==> config.mk <==
export PLATFORM = sky130hd
export DESIGN_NAME = mem_wb_stage_reg
export DESIGN_NICKNAME = d
export VERILOG_FILES = /design/src/rtl/sysconfig.sv /design/src/rtl/mwb_payload_reg.sv /design/src/rtl/mem_wb_stage_reg.sv
export SDC_FILE = /design/constraint.sdc
export NUM_CORES = 1
export LEC_CHECK = 0
export CAP_MARGIN = 20
export CORE_AREA = 2 2 265 267
export DETAILED_ROUTE_END_ITERATION = 8
export DIE_AREA = 0 0 267 269
export GPL_TIMING_DRIVEN = 0
export PLACE_DENSITY = 0.7
export SETUP_SLACK_MARGIN = 0.3
export SYNTH_ARGS = -nofsm -noshare
export SYNTH_HDL_FRONTEND = slang
export SYNTH_SLANG_ARGS = --single-unit
export TNS_END_PERCENT = 100
==> constraint.sdc <==
create_clock -name clk -period 2.15 [get_ports clk]
set_input_delay 0.215 -clock clk [delete_from_list [all_inputs] [get_ports clk]]
set_output_delay 0.215 -clock clk [all_outputs]
set_load 0.05 [all_outputs]
==> src/rtl/sysconfig.sv <==
// Shared configuration for the MEM/WB stage: pipeline widths and the
// state encoding of the two-entry output skid buffer.
package sysconfig;

  localparam int XLEN              = 64;
  localparam int INST_LEN          = 32;
  localparam int REG_ADDRWIDTH     = 5;
  localparam int CSR_REG_ADDRWIDTH = 12;
  localparam int TRAP_BUS          = 64;

  typedef enum logic [1:0] {
    MWB_EMPTY = 2'd0,
    MWB_ONE   = 2'd1,
    MWB_FULL  = 2'd2
  } mwb_state_e;

endpackage

==> src/rtl/mwb_payload_reg.sv <==
// Width-parameterised payload register with load enable; zeroed on reset,
// otherwise holds its value until load_i is asserted.
module mwb_payload_reg #(
  parameter int W = 8
) (
  input  logic         clk,
  input  logic         rst,
  input  logic         load_i,
  input  logic [W-1:0] d_i,
  output logic [W-1:0] q_o
);

  logic [W-1:0] data_q;

  always_ff @(posedge clk or negedge rst) begin
    if (!rst) begin
      data_q <= '0;
    end else if (load_i) begin
      data_q <= d_i;
    end
  end

  assign q_o = data_q;

endmodule

==> src/rtl/mem_wb_stage_reg.sv <==
// MEM/WB pipeline register built as a 2-entry skid buffer with a qualified
// bypass view of the head entry. Define MEMWB_PERF_EN for stall/bubble counters.
module mem_wb_stage_reg #(
  parameter int XLEN   = sysconfig::XLEN,
  parameter int INST_W = sysconfig::INST_LEN,
  parameter int RIDX_W = sysconfig::REG_ADDRWIDTH,
  parameter int CSR_W  = sysconfig::CSR_REG_ADDRWIDTH,
  parameter int TRAP_W = sysconfig::TRAP_BUS
) (
  input  logic              clk,
  input  logic              rst,
  input  logic              flush_i,
  input  logic              in_valid_i,
  output logic              in_ready_o,
  input  logic [XLEN-1:0]   pc_i,
  input  logic [INST_W-1:0] inst_data_i,
  input  logic [RIDX_W-1:0] rd_idx_i,
  input  logic [XLEN-1:0]   mem_data_i,
  input  logic [CSR_W-1:0]  csr_addr_i,
  input  logic [XLEN-1:0]   exc_csr_data_i,
  input  logic              exc_csr_valid_i,
  input  logic [TRAP_W-1:0] trap_bus_i,
  output logic              out_valid_o,
  input  logic              out_ready_i,
  output logic [XLEN-1:0]   pc_o,
  output logic [INST_W-1:0] inst_data_o,
  output logic [RIDX_W-1:0] rd_idx_o,
  output logic [XLEN-1:0]   wb_data_o,
  output logic [CSR_W-1:0]  csr_addr_o,
  output logic [XLEN-1:0]   exc_csr_data_o,
  output logic [TRAP_W-1:0] trap_bus_o,
  output logic              exc_csr_valid_o,
  output logic [RIDX_W-1:0] byp_rd_idx_o,
  output logic [XLEN-1:0]   byp_data_o,
`ifdef MEMWB_PERF_EN
  output logic [63:0]       stall_cnt_o,
  output logic [63:0]       bubble_cnt_o,
`endif
  output logic [1:0]        dbg_state_o
);

  import sysconfig::*;

  localparam int PAY_W = 3 * XLEN + INST_W + RIDX_W + CSR_W + 1 + TRAP_W;

  // Handshake: a transfer happens on a rising clk edge where valid and ready
  // are both high; valid never waits on ready, and ready/valid driven here
  // come straight from the state register.
  mwb_state_e state_q, state_d;
  logic       in_fire, out_fire;
  logic       main_load, main_from_skid, skid_load;

  logic [PAY_W-1:0] in_pay, main_d, main_q, skid_q;
  logic             main_csr_valid;

  assign in_ready_o  = (state_q != MWB_FULL);
  assign out_valid_o = (state_q != MWB_EMPTY);
  assign in_fire     = in_valid_i & in_ready_o;
  assign out_fire    = out_valid_o & out_ready_i;
  assign dbg_state_o = state_q;

  always_ff @(posedge clk or negedge rst) begin
    if (!rst) begin
      state_q <= MWB_EMPTY;
    end else begin
      state_q <= state_d;
    end
  end

  // Loads are suppressed on flush so the dropped input never reaches storage.
  always_comb begin
    state_d        = state_q;
    main_load      = 1'b0;
    main_from_skid = 1'b0;
    skid_load      = 1'b0;
    if (flush_i) begin
      state_d = MWB_EMPTY;
    end else begin
      case (state_q)
        MWB_EMPTY: begin
          if (in_fire) begin
            main_load = 1'b1;
            state_d   = MWB_ONE;
          end
        end
        MWB_ONE: begin
          if (in_fire && out_fire) begin
            main_load = 1'b1;
          end else if (in_fire) begin
            skid_load = 1'b1;
            state_d   = MWB_FULL;
          end else if (out_fire) begin
            state_d = MWB_EMPTY;
          end
        end
        MWB_FULL: begin
          if (out_fire) begin
            main_load      = 1'b1;
            main_from_skid = 1'b1;
            state_d        = MWB_ONE;
          end
        end
        default: state_d = MWB_EMPTY;
      endcase
    end
  end

  assign in_pay = {pc_i, inst_data_i, rd_idx_i, mem_data_i, csr_addr_i,
                   exc_csr_data_i, exc_csr_valid_i, trap_bus_i};
  assign main_d = main_from_skid ? skid_q : in_pay;

  mwb_payload_reg #(.W(PAY_W)) u_main (
    .clk    (clk),
    .rst    (rst),
    .load_i (main_load),
    .d_i    (main_d),
    .q_o    (main_q)
  );

  mwb_payload_reg #(.W(PAY_W)) u_skid (
    .clk    (clk),
    .rst    (rst),
    .load_i (skid_load),
    .d_i    (in_pay),
    .q_o    (skid_q)
  );

  assign {pc_o, inst_data_o, rd_idx_o, wb_data_o, csr_addr_o,
          exc_csr_data_o, main_csr_valid, trap_bus_o} = main_q;

  // MAIN keeps stale contents when empty, so the qualified views gate on valid.
  assign exc_csr_valid_o = main_csr_valid & out_valid_o;
  assign byp_rd_idx_o    = out_valid_o ? rd_idx_o : '0;
  assign byp_data_o      = wb_data_o;

`ifdef MEMWB_PERF_EN
  logic [63:0] stall_cnt_q, bubble_cnt_q;

  always_ff @(posedge clk or negedge rst) begin
    if (!rst) begin
      stall_cnt_q  <= '0;
      bubble_cnt_q <= '0;
    end else begin
      if (out_valid_o && !out_ready_i) begin
        stall_cnt_q <= stall_cnt_q + 64'd1;
      end
      if (state_q == MWB_EMPTY) begin
        bubble_cnt_q <= bubble_cnt_q + 64'd1;
      end
    end
  end

  assign stall_cnt_o  = stall_cnt_q;
  assign bubble_cnt_o = bubble_cnt_q;
`endif

endmodule

==> key figures <==
Finish
  • Commonest non-fill, non-tap cells in the layout: mux2_2, dfrtp_1, buf_4, clkdlybuf4s50_1, dlygate4sd2_1
  • Most common cell after layout, fill and taps aside: mux2_2
  • Layout Nets: 3151
  • Syn-to-layout area delta: 42.3%
  • Final Non-Filler Cells: between 3000 and 4000
  • Cell area after layout: 41600 µm²
  • Layout cell share with drive strength beyond 1: 54.3%

Synthesis
  • Seq/Total Area, Yosys: 52.6%
  • Mean Syn Cell Area: 14.4 µm²
  • Syn Nets: 2337
  • Distinct cells, synth: 18
  • Cell Area, Synth: roughly 29000 µm²
  • Mapped Cells: 2026
  • Warnings, synthesis: 0
  • Flops & latches, synth: 614

Clocking
  • Num CTS Buffers: 71
  • CTS HTree Levels: 3
  • Clk pin slew, worst setup/hold paths: ~0.06 ns
  • Root Buffer: clkbuf_16
  • Clk sinks: 614
  • Worst-Skew Late Latency: 0.60 ns
  • CTS tree: yes
  • Max clock buf depth: 3

Setup path
  • Critical Path Fanout Max: 7
  • Critical path data arrival time: 2.59 ns
  • Crit end category: flop
  • CP max stage delay: 0.41 ns
  • Worst-path cell with the longest stage delay: dfrtp_2
  • Cell mode on critical path: buf_16
  • WP data required: 2.62 ns
  • CP Class: reg -> reg
  • CP Cell Sequence: nand2b_4, nor2_4, buf_12, buf_16, buf_16, buf_12, buf_16, mux2_4, mux2_4
  • Worst setup SP type: flop
  • Top cell family by delay on the critical path: buffers and inverters
  • CP bufs+invs: 5

Floorplanning
  • Core Area: 69300 µm²
  • Num rows: 97
  • Initial Utilization: 42.2%
  • Die area: 71800 µm²
  • Die height: 269 µm
  • IO Count: 690
  • Die X: 267 µm

Power
  • Internal Pwr Total: 28.6 mW
  • Gate power share: 34.9%
  • Psw: 14.7 mW
  • Clock share of power: around 28%
  • Tot Pwr: between 40 and 50 mW
  • Pwr Density: about 1000 nW/µm²
  • Max VDD drop: between 600 and 700 µV
  • Reg power frac: around 37%
  • Sw Share: approximately a third
  • P_leak: 19.2 nW

Place
  • IO buf count: between 600 and 700
  • Dpl cell area: around 38000 µm²
  • HPWL Detailed: 57300 µm
  • GPL Wtd Cong: between 0.7 and 0.8
  • Placed instance count: 3660

Timing
  • Final Hold Fails: 94
  • Endpoints failing setup: 0
  • Max_slew headroom: 49.8%
  • WHS: -0.367 ns
  • RSZ-0062 raised after global routing: true
  • Slew Limit Fails: 0
  • Skew final: between 0.02 and 0.03 ns
  • Final critical-path share of the clock period: 98.5%
  • Actual slew at the worst max-slew pin: about 0.75 ns
  • Min Tclk post-route: 2.12 ns
  • Max Clock Freq: ~470 MHz

Global route
  • First-pass GRT wire length: 117000 µm
  • Grt total ovfl: 0
  • Largest net degree at the start of global routing: 123
  • Vias in the first global route: around 20000
  • Tot GR Track Use: 21.6%
  • Initial antenna violation count: 27

Route
  • DRC Markers: 0
  • Drt pass-1 iters: 4
  • DRT iter0 DRCs: 688
  • Final wirelength: 80500 µm
  • Via density: 4.76
  • Routed Antenna Nets: 0
  • WL per Instance: 20.9 µm
  • DR vias: 18323

Run status
  • Failing checks: hold timing
  • Status: finished with violations

Run
  • Max cap viols: 0

Min path
  • Hold/Removal Path Class: in -> async
cell usage after synthesis (all sizes together):
master | instances | area [µm²]
nand2 | 1 | 3.75
o31ai | 1 | 7.51
inv | 1 | 3.75
nor2b | 7 | 43.8
buf | 469 | 3360
mux2 | 918 | 10300
dfrtp | 614 | 15400
nor2 | 5 | 26.3
or3b | 1 | 8.76
nand2b | 4 | 32.5
a21oi | 4 | 23.8
nand3 | 1 | 5.00
logic make-up (layout without fill, tap and decap cells):
logic type	after synthesis	count (layout)	synth area share, %
buf+inv	470	1333	11.5
flops	614	614	52.6
simple gates	19	19	0.411
compound gates	5	5	0.107
mux	918	918	35.4
other cells	0	18	0
worst reg2reg max path, delay by kind of cell (launching register included):
kind	cells	cell delay (ns)
flops	1	0.41
buf+inv	5	0.70
simple gates	2	0.31
mux	2	0.57
metrics by stage:
stage,TNS (ns),utilization (%),worst slack (ns)
floorplan,0,-,0.108
global placement,-,54.0,-28.33
detailed placement,-371.89,54.2,-0.925
CTS,0,58.8,0.0258
global route,-0.101,60.0,-0.0247
finish,0,60.0,0.0332
metal layers:
layer | GRT usage (%) | vias to the layer above | wire length (µm)
met1 | 24.1 | 9328 | 30700
met4 | 9.20 | 18 | 2220
met5 | 0 | - | 119
met3 | 6.36 | 132 | 5420
li1 | - | 8359 | -
met2 | 38.3 | 486 | 42000
layout make-up:
type | instances | area [µm²]
Multi-Input combinational cell | 942 | 11200
Clock inverter | 18 | 251
Sequential cell | 614 | 15400
Antenna cell | 18 | 45.0
Inverter | 1 | 3.75
Fill cell | 5433 | 27700
Buffer | 469 | 3910
Timing Repair Buffer | 741 | 7580
Tap cell | 940 | 1180
Clock buffer | 104 | 2070
sequential cells by signal (all words and copies together), names as in the netlist:
name         count
u_skid.q_o     306
dbg_state_o      2
u_main.q_o     306
power groups by stage:
stage          clock (mW)  sequential (mW)  combinational (mW)
2_1_floorplan           0             15.6                10.9
3_3_place_gp            0             16.1                15.2
3_5_place_dp            0             16.2                15.5
4_1_cts              12.4             16.0                15.1
5_1_grt              12.9             16.4                15.9
6_report             12.1             16.1                15.1
what timing repair did:
item / CTS / global route
pin swaps: 2 / 2
endpoints found under the hold margin: 94 / 94
buffers inserted: 22 / 6
gates resized for setup: 432 / 217
setup endpoints to repair: 985 / 920
gates cloned: 10 / 9
worst paths after layout:
| check | start | to | slack, ns | cells after the start |
|---|---|---|---|---|
| max | dbg_state_o[0] | u_main.q_o[48] | 0.03 | 9 |
| min | rst | u_main.q_o[53] | -0.37 | 1 |
| max reg2reg | dbg_state_o[0] | u_main.q_o[48] | 0.03 | 9 |
| min reg2reg | u_skid.q_o[187] | u_skid.q_o[187] | 0.50 | 1 |
| max in group asynchronous | rst | u_main.q_o[171] | 0.60 | 4 |
| min in group clk | pc_i[54] | u_skid.q_o[296] | 0.25 | 2 |
No activity file was read; power rests on OpenSTA's default activity.
